<file path="src/rtl/int_issue_queue.sv">
`default_nettype none
// ============================================================================
//  Module   : int_issue_queue
//  Purpose  : Age-ordered, compacting integer issue queue with CDB wakeup and
//             oldest-ready selection toward the integer ALU.
//  Option   : IQ_INT_SAME_CYCLE_WAKEUP_EN - operands matching the live CDB
//             broadcast count as ready and are forwarded from cdb_data.
//  Revision : 1.0 - initial release
// ============================================================================
module int_issue_queue #(
    parameter int DEPTH = 4,
    parameter int TAG_W = 6
) (
    input  logic                       clk,
    input  logic                       rst,
    input  logic                       en_int_dispatch,
    input  logic                       disp_rs1_pend,
    input  logic [TAG_W-1:0]           disp_rs1_tag,
    input  logic [31:0]                disp_rs1_data,
    input  logic                       disp_rs2_pend,
    input  logic [TAG_W-1:0]           disp_rs2_tag,
    input  logic [31:0]                disp_rs2_data,
    input  logic [TAG_W-1:0]           disp_rd_tag,
    input  logic [6:0]                 disp_opcode,
    input  logic [2:0]                 disp_func3,
    input  logic [6:0]                 disp_func7,
    input  logic [31:0]                disp_imm,
    input  logic [31:0]                disp_br_addr,
    input  logic                       cdb_valid,
    input  logic [TAG_W-1:0]           cdb_tag,
    input  logic [31:0]                cdb_data,
    output logic                       issueque_int_full,
    output logic                       issue_valid,
    input  logic                       alu_ready,
    output logic [31:0]                issue_rs1_data,
    output logic [31:0]                issue_rs2_data,
    output logic [TAG_W-1:0]           issue_rd_tag,
    output logic [6:0]                 issue_opcode,
    output logic [2:0]                 issue_func3,
    output logic [6:0]                 issue_func7,
    output logic [31:0]                issue_imm,
    output logic [31:0]                issue_br_addr,
    output logic [$clog2(DEPTH+1)-1:0] count
);

    localparam int CW = $clog2(DEPTH+1);

    typedef struct packed {
        logic             valid;
        logic             rs1_pend;
        logic [TAG_W-1:0] rs1_tag;
        logic [31:0]      rs1_data;
        logic             rs2_pend;
        logic [TAG_W-1:0] rs2_tag;
        logic [31:0]      rs2_data;
        logic [TAG_W-1:0] rd_tag;
        logic [6:0]       opcode;
        logic [2:0]       func3;
        logic [6:0]       func7;
        logic [31:0]      imm;
        logic [31:0]      br_addr;
    } entry_t;

    entry_t           r_q [DEPTH];
    logic [CW-1:0]    r_count;

    entry_t           w_wk  [DEPTH+1];
    entry_t           w_nxt [DEPTH];
    entry_t           w_new;
    logic [DEPTH-1:0] w_hit1;
    logic [DEPTH-1:0] w_hit2;
    logic [DEPTH-1:0] w_rdy;
    logic             w_any;
    logic [CW-1:0]    w_sel;
    logic             w_issue;
    logic             w_disp;
    logic [CW-1:0]    w_wr_idx;
    logic [CW-1:0]    w_count_nxt;
    logic             w_new_hit1;
    logic             w_new_hit2;

    assign issueque_int_full = (r_count == CW'(DEPTH));
    assign count             = r_count;

    // Per-entry CDB match, post-capture image and readiness.
    always_comb begin
        w_hit1 = '0;
        w_hit2 = '0;
        w_rdy  = '0;
        for (int i = 0; i < DEPTH; i++) begin
            w_hit1[i] = cdb_valid && r_q[i].rs1_pend && (r_q[i].rs1_tag == cdb_tag);
            w_hit2[i] = cdb_valid && r_q[i].rs2_pend && (r_q[i].rs2_tag == cdb_tag);
            w_wk[i]   = r_q[i];
            if (w_hit1[i]) begin
                w_wk[i].rs1_pend = 1'b0;
                w_wk[i].rs1_data = cdb_data;
            end
            if (w_hit2[i]) begin
                w_wk[i].rs2_pend = 1'b0;
                w_wk[i].rs2_data = cdb_data;
            end
`ifdef IQ_INT_SAME_CYCLE_WAKEUP_EN
            w_rdy[i] = r_q[i].valid && (!r_q[i].rs1_pend || w_hit1[i])
                                    && (!r_q[i].rs2_pend || w_hit2[i]);
`else
            w_rdy[i] = r_q[i].valid && !r_q[i].rs1_pend && !r_q[i].rs2_pend;
`endif
        end
        // Empty slot shifted into the top position on an issue.
        w_wk[DEPTH] = '0;
    end

    // Oldest-ready select: scanning downward leaves the lowest index winning.
    always_comb begin
        w_any          = 1'b0;
        w_sel          = '0;
        issue_rs1_data = '0;
        issue_rs2_data = '0;
        issue_rd_tag   = '0;
        issue_opcode   = '0;
        issue_func3    = '0;
        issue_func7    = '0;
        issue_imm      = '0;
        issue_br_addr  = '0;
        for (int i = DEPTH-1; i >= 0; i--) begin
            if (w_rdy[i]) begin
                w_any          = 1'b1;
                w_sel          = CW'(i);
`ifdef IQ_INT_SAME_CYCLE_WAKEUP_EN
                issue_rs1_data = r_q[i].rs1_pend ? cdb_data : r_q[i].rs1_data;
                issue_rs2_data = r_q[i].rs2_pend ? cdb_data : r_q[i].rs2_data;
`else
                issue_rs1_data = r_q[i].rs1_data;
                issue_rs2_data = r_q[i].rs2_data;
`endif
                issue_rd_tag   = r_q[i].rd_tag;
                issue_opcode   = r_q[i].opcode;
                issue_func3    = r_q[i].func3;
                issue_func7    = r_q[i].func7;
                issue_imm      = r_q[i].imm;
                issue_br_addr  = r_q[i].br_addr;
            end
        end
        issue_valid = w_any;
    end

    // Compaction on issue, then the dispatched entry lands at the new top.
    always_comb begin
        w_issue    = w_any && alu_ready;
        w_disp     = en_int_dispatch && !issueque_int_full;
        w_wr_idx   = w_issue ? (r_count - CW'(1)) : r_count;
        w_new_hit1 = cdb_valid && disp_rs1_pend && (disp_rs1_tag == cdb_tag);
        w_new_hit2 = cdb_valid && disp_rs2_pend && (disp_rs2_tag == cdb_tag);

        w_new          = '0;
        w_new.valid    = 1'b1;
        w_new.rs1_pend = disp_rs1_pend && !w_new_hit1;
        w_new.rs1_tag  = disp_rs1_tag;
        w_new.rs1_data = w_new_hit1 ? cdb_data : disp_rs1_data;
        w_new.rs2_pend = disp_rs2_pend && !w_new_hit2;
        w_new.rs2_tag  = disp_rs2_tag;
        w_new.rs2_data = w_new_hit2 ? cdb_data : disp_rs2_data;
        w_new.rd_tag   = disp_rd_tag;
        w_new.opcode   = disp_opcode;
        w_new.func3    = disp_func3;
        w_new.func7    = disp_func7;
        w_new.imm      = disp_imm;
        w_new.br_addr  = disp_br_addr;

        for (int i = 0; i < DEPTH; i++) begin
            w_nxt[i] = (w_issue && (CW'(i) >= w_sel)) ? w_wk[i+1] : w_wk[i];
            if (w_disp && (CW'(i) == w_wr_idx)) begin
                w_nxt[i] = w_new;
            end
        end

        w_count_nxt = r_count;
        if (w_disp && !w_issue) begin
            w_count_nxt = r_count + CW'(1);
        end else if (!w_disp && w_issue) begin
            w_count_nxt = r_count - CW'(1);
        end
    end

    always_ff @(posedge clk or negedge rst) begin
        if (!rst) begin
            for (int i = 0; i < DEPTH; i++) begin
                r_q[i] <= '0;
            end
            r_count <= '0;
        end else begin
            for (int i = 0; i < DEPTH; i++) begin
                r_q[i] <= w_nxt[i];
            end
            r_count <= w_count_nxt;
        end
    end

endmodule
`default_nettype wire

</file>
<file path="config.mk">
export PLATFORM = sky130hd
export DESIGN_NAME = int_issue_queue
export DESIGN_NICKNAME = d
export VERILOG_FILES = /design/src/rtl/int_issue_queue.sv
export SDC_FILE = /design/constraint.sdc
export NUM_CORES = 2
export LEC_CHECK = 0
export CORE_MARGIN = 2
export CORE_UTILIZATION = 53
export CTS_CLUSTER_SIZE = 24
export DETAILED_ROUTE_END_ITERATION = 10
export PLACE_DENSITY = 0.88
export RECOVER_POWER = 100
export SLEW_MARGIN = 10
export SYNTH_ARGS = -nofsm -noshare
export SYNTH_HDL_FRONTEND = slang
export SYNTH_SLANG_ARGS = --single-unit
</file>
<file path="constraint.sdc">
create_clock -name clk -period 2.52 [get_ports clk]
set_input_delay 0.504 -clock clk [delete_from_list [all_inputs] [get_ports clk]]
set_output_delay 0.504 -clock clk [all_outputs]
set_load 0.05 [all_outputs]
</file>
==> flow_summary.json, run 1 <==
{
  "gp_congestion": 0.933,
  "chipWidth_um": 284,
  "grt_use_total": 0.709,
  "io_pins": 364,
  "postSynthAreaPerCell_sq_um": 8.74,
  "ys_warn_count": 0,
  "dp_hpwl_mm": 104,
  "clockBufferDepth": 3,
  "die_h_um": 284,
  "stop_error": "[ERROR GRT-0232] Routing congestion too high. Check the congestion heatmap in the GUI.",
  "synth_cells": 4740,
  "clkSinkCount": 667,
  "place_ws_ps": -506,
  "port_buffers": 363,
  "syn_area_sq_um": 41400,
  "outcome": "aborted with a tool error",
  "async_reset_ff_frac": 1.00,
  "synth_nets": 4952,
  "yosys_most_used_dff": "dfrtp_1",
  "placed_cells": 5940,
  "worstEpCategory": "top-level output",
  "start_util": 0.535,
  "row_count": 102,
  "ys_seq_elements": 667,
  "grt_overflow": 19,
  "lastStage": "global routing (5_1_grt)",
  "grt_worst_setup_endpoint": "issue_rs1_data[1]",
  "seq_area_frac_synth": 0.403,
  "synth_edf_count": 0,
  "place_area_sq_um": 51500,
  "cts_root_buffer": "clkbuf_16",
  "cts_buffers": 73,
  "htreeDepth": 3,
  "ys_types": 48,
  "grt_max_degree": 83
}
per-stage QoR:
step,util,hold slack (ps)
floorplan,-,208
global placement,0.665,443
detailed placement,0.665,443
CTS,0.706,346
synthesized netlist by cell type (all sizes together), types with 5 or more instances:
master | instances | share of area
o31a | 65 | 0.014
nand3 | 136 | 0.016
nand2 | 468 | 0.042
inv | 102 | 0.0093
a221o | 150 | 0.036
xnor2 | 13 | 0.0027
buf | 129 | 0.016
dfrtp | 667 | 0.40
or4 | 6 | 0.0011
o31ai | 131 | 0.024
nor2 | 74 | 0.0067
o211ai | 66 | 0.012
a21o | 66 | 0.012
o22ai | 256 | 0.039
o21ai | 1029 | 0.12
nor4 | 16 | 0.0029
a21oi | 131 | 0.016
xor2 | 50 | 0.011
mux2i | 597 | 0.14
o21a | 65 | 0.012
nor3 | 5 | 0.00060
and3 | 66 | 0.010
clkbuf | 411 | 0.037
repair_timing:
item | 4_1_cts
resized for setup | 250
setup buffers | 12
hold endpoints to repair | 26
hold buffers | 1
cloned | 4
setup endpoints to repair | 398
pin swaps | 18
metal layers:
layer  track usage  GRT overflow
met2         0.823             7
met1         0.690             0
met3         0.640             1
met4         0.695            11
met5         0.399             0
logic make-up after synthesis:
logic type,count (synthesis),share of synthesized area
xor+xnor,63,0.0133
fa+ha+maj,4,0.00121
simple gates,795,0.0840
flops,667,0.403
compound gates,1972,0.292
buf+inv,642,0.0629
mux,597,0.144
==> run 2, diff against run 1 <==
Settings changed: CORE_UTILIZATION 53 to 40, CTS_CLUSTER_SIZE 24 to not set, PLACE_DENSITY 0.88 to not set, PLACE_DENSITY_LB_ADDON set to 0.15.
Clock period 2.52 ns to 3.3 ns, I/O delays scaled along.
==> run 2 against run 1 <==
Synthesized area did not move. The flow now finishes, with violations (max-capacitance violations, max-slew violations, negative setup slack). Synthesized cell count is the same.
==> flow_summary.json, run 2 <==
{
  "outcome": "complete, but fails checks",
  "violations": "max-capacitance violations, max-slew violations, negative setup slack",
  "critPathTopFamily": "buffers and inverters",
  "drive_above_1_share": 0.135,
  "routed_wl_mm": 185,
  "path_buf_inv": 5,
  "nNetsFinal": 5183,
  "nFillCells": 9477,
  "clk_latency_ps": 680,
  "finalHoldViolCount": 0,
  "yosys.area.top_type": "dfrtp_1",
  "dp_hpwl_mm": 102,
  "largest_register_ffs": 664,
  "hold_slack_ps": 526,
  "placed_cells": 6231,
  "clkSinkCount": 667,
  "synth.most_common_cell": "o21ai_0",
  "fmax_mhz": 293,
  "path_clk_slew_ps": 60,
  "finClkSkew_ps": 23.6,
  "cp_data_required_time_ps": 2640,
  "row_count": 118,
  "wl_met3_mm": 18.9,
  "netlist.area_leader.share": 0.403,
  "routedWlPerCell_um": 28.8,
  "htreeDepth": 3,
  "slowest_stage": "dfrtp_2",
  "grt_first_pass_wirelength_mm": 274,
  "grt_pass1_vias": 41600,
  "critPathCaptureType": "output port",
  "rsz0062_at_grt": "yes",
  "ys_warn_count": 0,
  "antenna_found_initial": 25,
  "synth.area.top_cells": "dfrtp_1, mux2i_1, o21ai_0",
  "timing.final.crit_share": 1.03,
  "worstMarginPinSlew_ps": 2520,
  "grt_overflow": 0,
  "chipWidth_um": 326,
  "clockBufferDepth": 3,
  "synth_cells": 4740,
  "cts_tree": "done",
  "highest_layer": "met5",
  "yosys_most_used_dff": "dfrtp_1",
  "max_slew_margin": -0.680,
  "io_pins": 364,
  "final_common_cell": "o21ai_0",
  "gp_congestion": 0.854,
  "path_cells": "nor3b_4 -> buf_6 -> nor2b_4 -> buf_12 -> buf_12 -> a221o_1 -> o21ai_1 -> o21ai_1 -> buf_4 -> buf_12",
  "wl_met1_mm": 73.6,
  "drt_iter0_drc": 5411,
  "port_buffers": 363,
  "worst_path_most_repeated_cell": "buf_12",
  "finalSetupViolCount": 122,
  "startpoint_type": "flop",
  "netlist_top_cells_count": "o21ai_0, dfrtp_1, mux2i_1",
  "postSynthAreaPerCell_sq_um": 8.74,
  "final_cells": 6417,
  "cts_buffers": 82,
  "core_sq_um": 103000,
  "p_leak_nw": 24.6,
  "die_h_um": 326,
  "drcViolationCount": 0,
  "final_util": 0.516,
  "async_reset_ff_frac": 1.00,
  "wl_met2_mm": 83.5,
  "largest-register": "r_q",
  "seq_area_frac_synth": 0.403,
  "worstHoldPathType": "reg2reg",
  "viasPerCell": 6.56,
  "num_vias": 42100,
  "dieArea_sq_um": 106000,
  "critical_path_class": "reg2out",
  "ys_seq_elements": 667,
  "ant_nets": 0,
  "syn_area_sq_um": 41400,
  "irDropWorstVdd_mv": 1.19,
  "layout_min_cycle_time_ps": 3410,
  "slowest_delay_ps": 460,
  "cts_root_buffer": "clkbuf_16",
  "first_pass_iters": 6,
  "grt_max_degree": 87,
  "p_per_area_nw_per_um2": 1210,
  "setup_ws_ps": -112,
  "final_cell_mix": "o21ai_0, dfrtp_1, mux2i_1",
  "synth_nets": 4952,
  "crit_fanout": 14,
  "slew_violations": 75,
  "synth_edf_count": 0,
  "cp.arrival_ps": 2750,
  "r2r_setup_slack_ps": -60,
  "maxCapViolations": 1,
  "finalSetupTns_ps": -5200,
  "grt_use_total": 0.336,
  "syn_to_final_growth_pct": 28.6,
  "start_util": 0.402,
  "ys_types": 48
}
run 2: final timing paths:
kind	startpoint	end	cells past startpoint
worst max-delay path	r_q[330]	issue_rs2_data[17]	10
worst min-delay path	r_q[165]	r_q[165]	2
worst max register to register	r_q[496]	r_q[311]	8
worst min register to register	r_q[165]	r_q[165]	2
max in group asynchronous	rst	r_q[423]	2
min in group asynchronous	rst	r_q[314]	1
run 2: metrics by stage:
stage	power [mW]	area (sq um)	setup WS, ps
global placement	52.2	49900	54.5
global route	67.1	53300	-184
detailed placement	52.6	49900	48.1
finish	64.4	53300	-112
CTS	63.8	53400	-110
floorplan	34.6	41400	59.8
run 2: cell type report:
class                   instances  area, sq um  area share
diodes                          5         12.5    0.000235
clock buffers                 121         2390      0.0448
clock inverters                24          382     0.00716
inverters                     102          383     0.00718
multi-input cells            3432        22600       0.423
flip-flops and latches        667        16700       0.313
well taps                    1380         1730      0.0324
repair buffers                686         9150       0.172
run 2: cell families after synthesis:
kind of cell | synth area share
mux | 0.144
fa+ha+maj | 0.00121
simple gates | 0.0840
compound gates | 0.292
flops | 0.403
xor+xnor | 0.0133
buf+inv | 0.0629
run 2: metal layers:
metal	track usage	up-vias
met3	0.0894	574
met2	0.525	2561
met1	0.439	20900
met5	0	-
met4	0.141	38
li1	-	18000
run 2: power by group:
group	internal (mW)	leakage, nW	switching [mW]
Clock	5.45	1.35	4.00
Sequential	12.0	8.56	2.86
Combinational	17.2	14.7	22.9
run 2: what timing repair did:
item,CTS,global route
setup endpoints to repair,151,152
pin swaps,11,24
gates cloned,13,2
buffers inserted,18,8
resized for setup,101,74
hold buffers,0,0
run 2: worst min-delay path: cells and delay by family (launching register included):
kind / cells / cell delay (ps)
simple gates: 2 / 120
flops: 1 / 380
No activity file was read; power rests on OpenSTA's default activity.
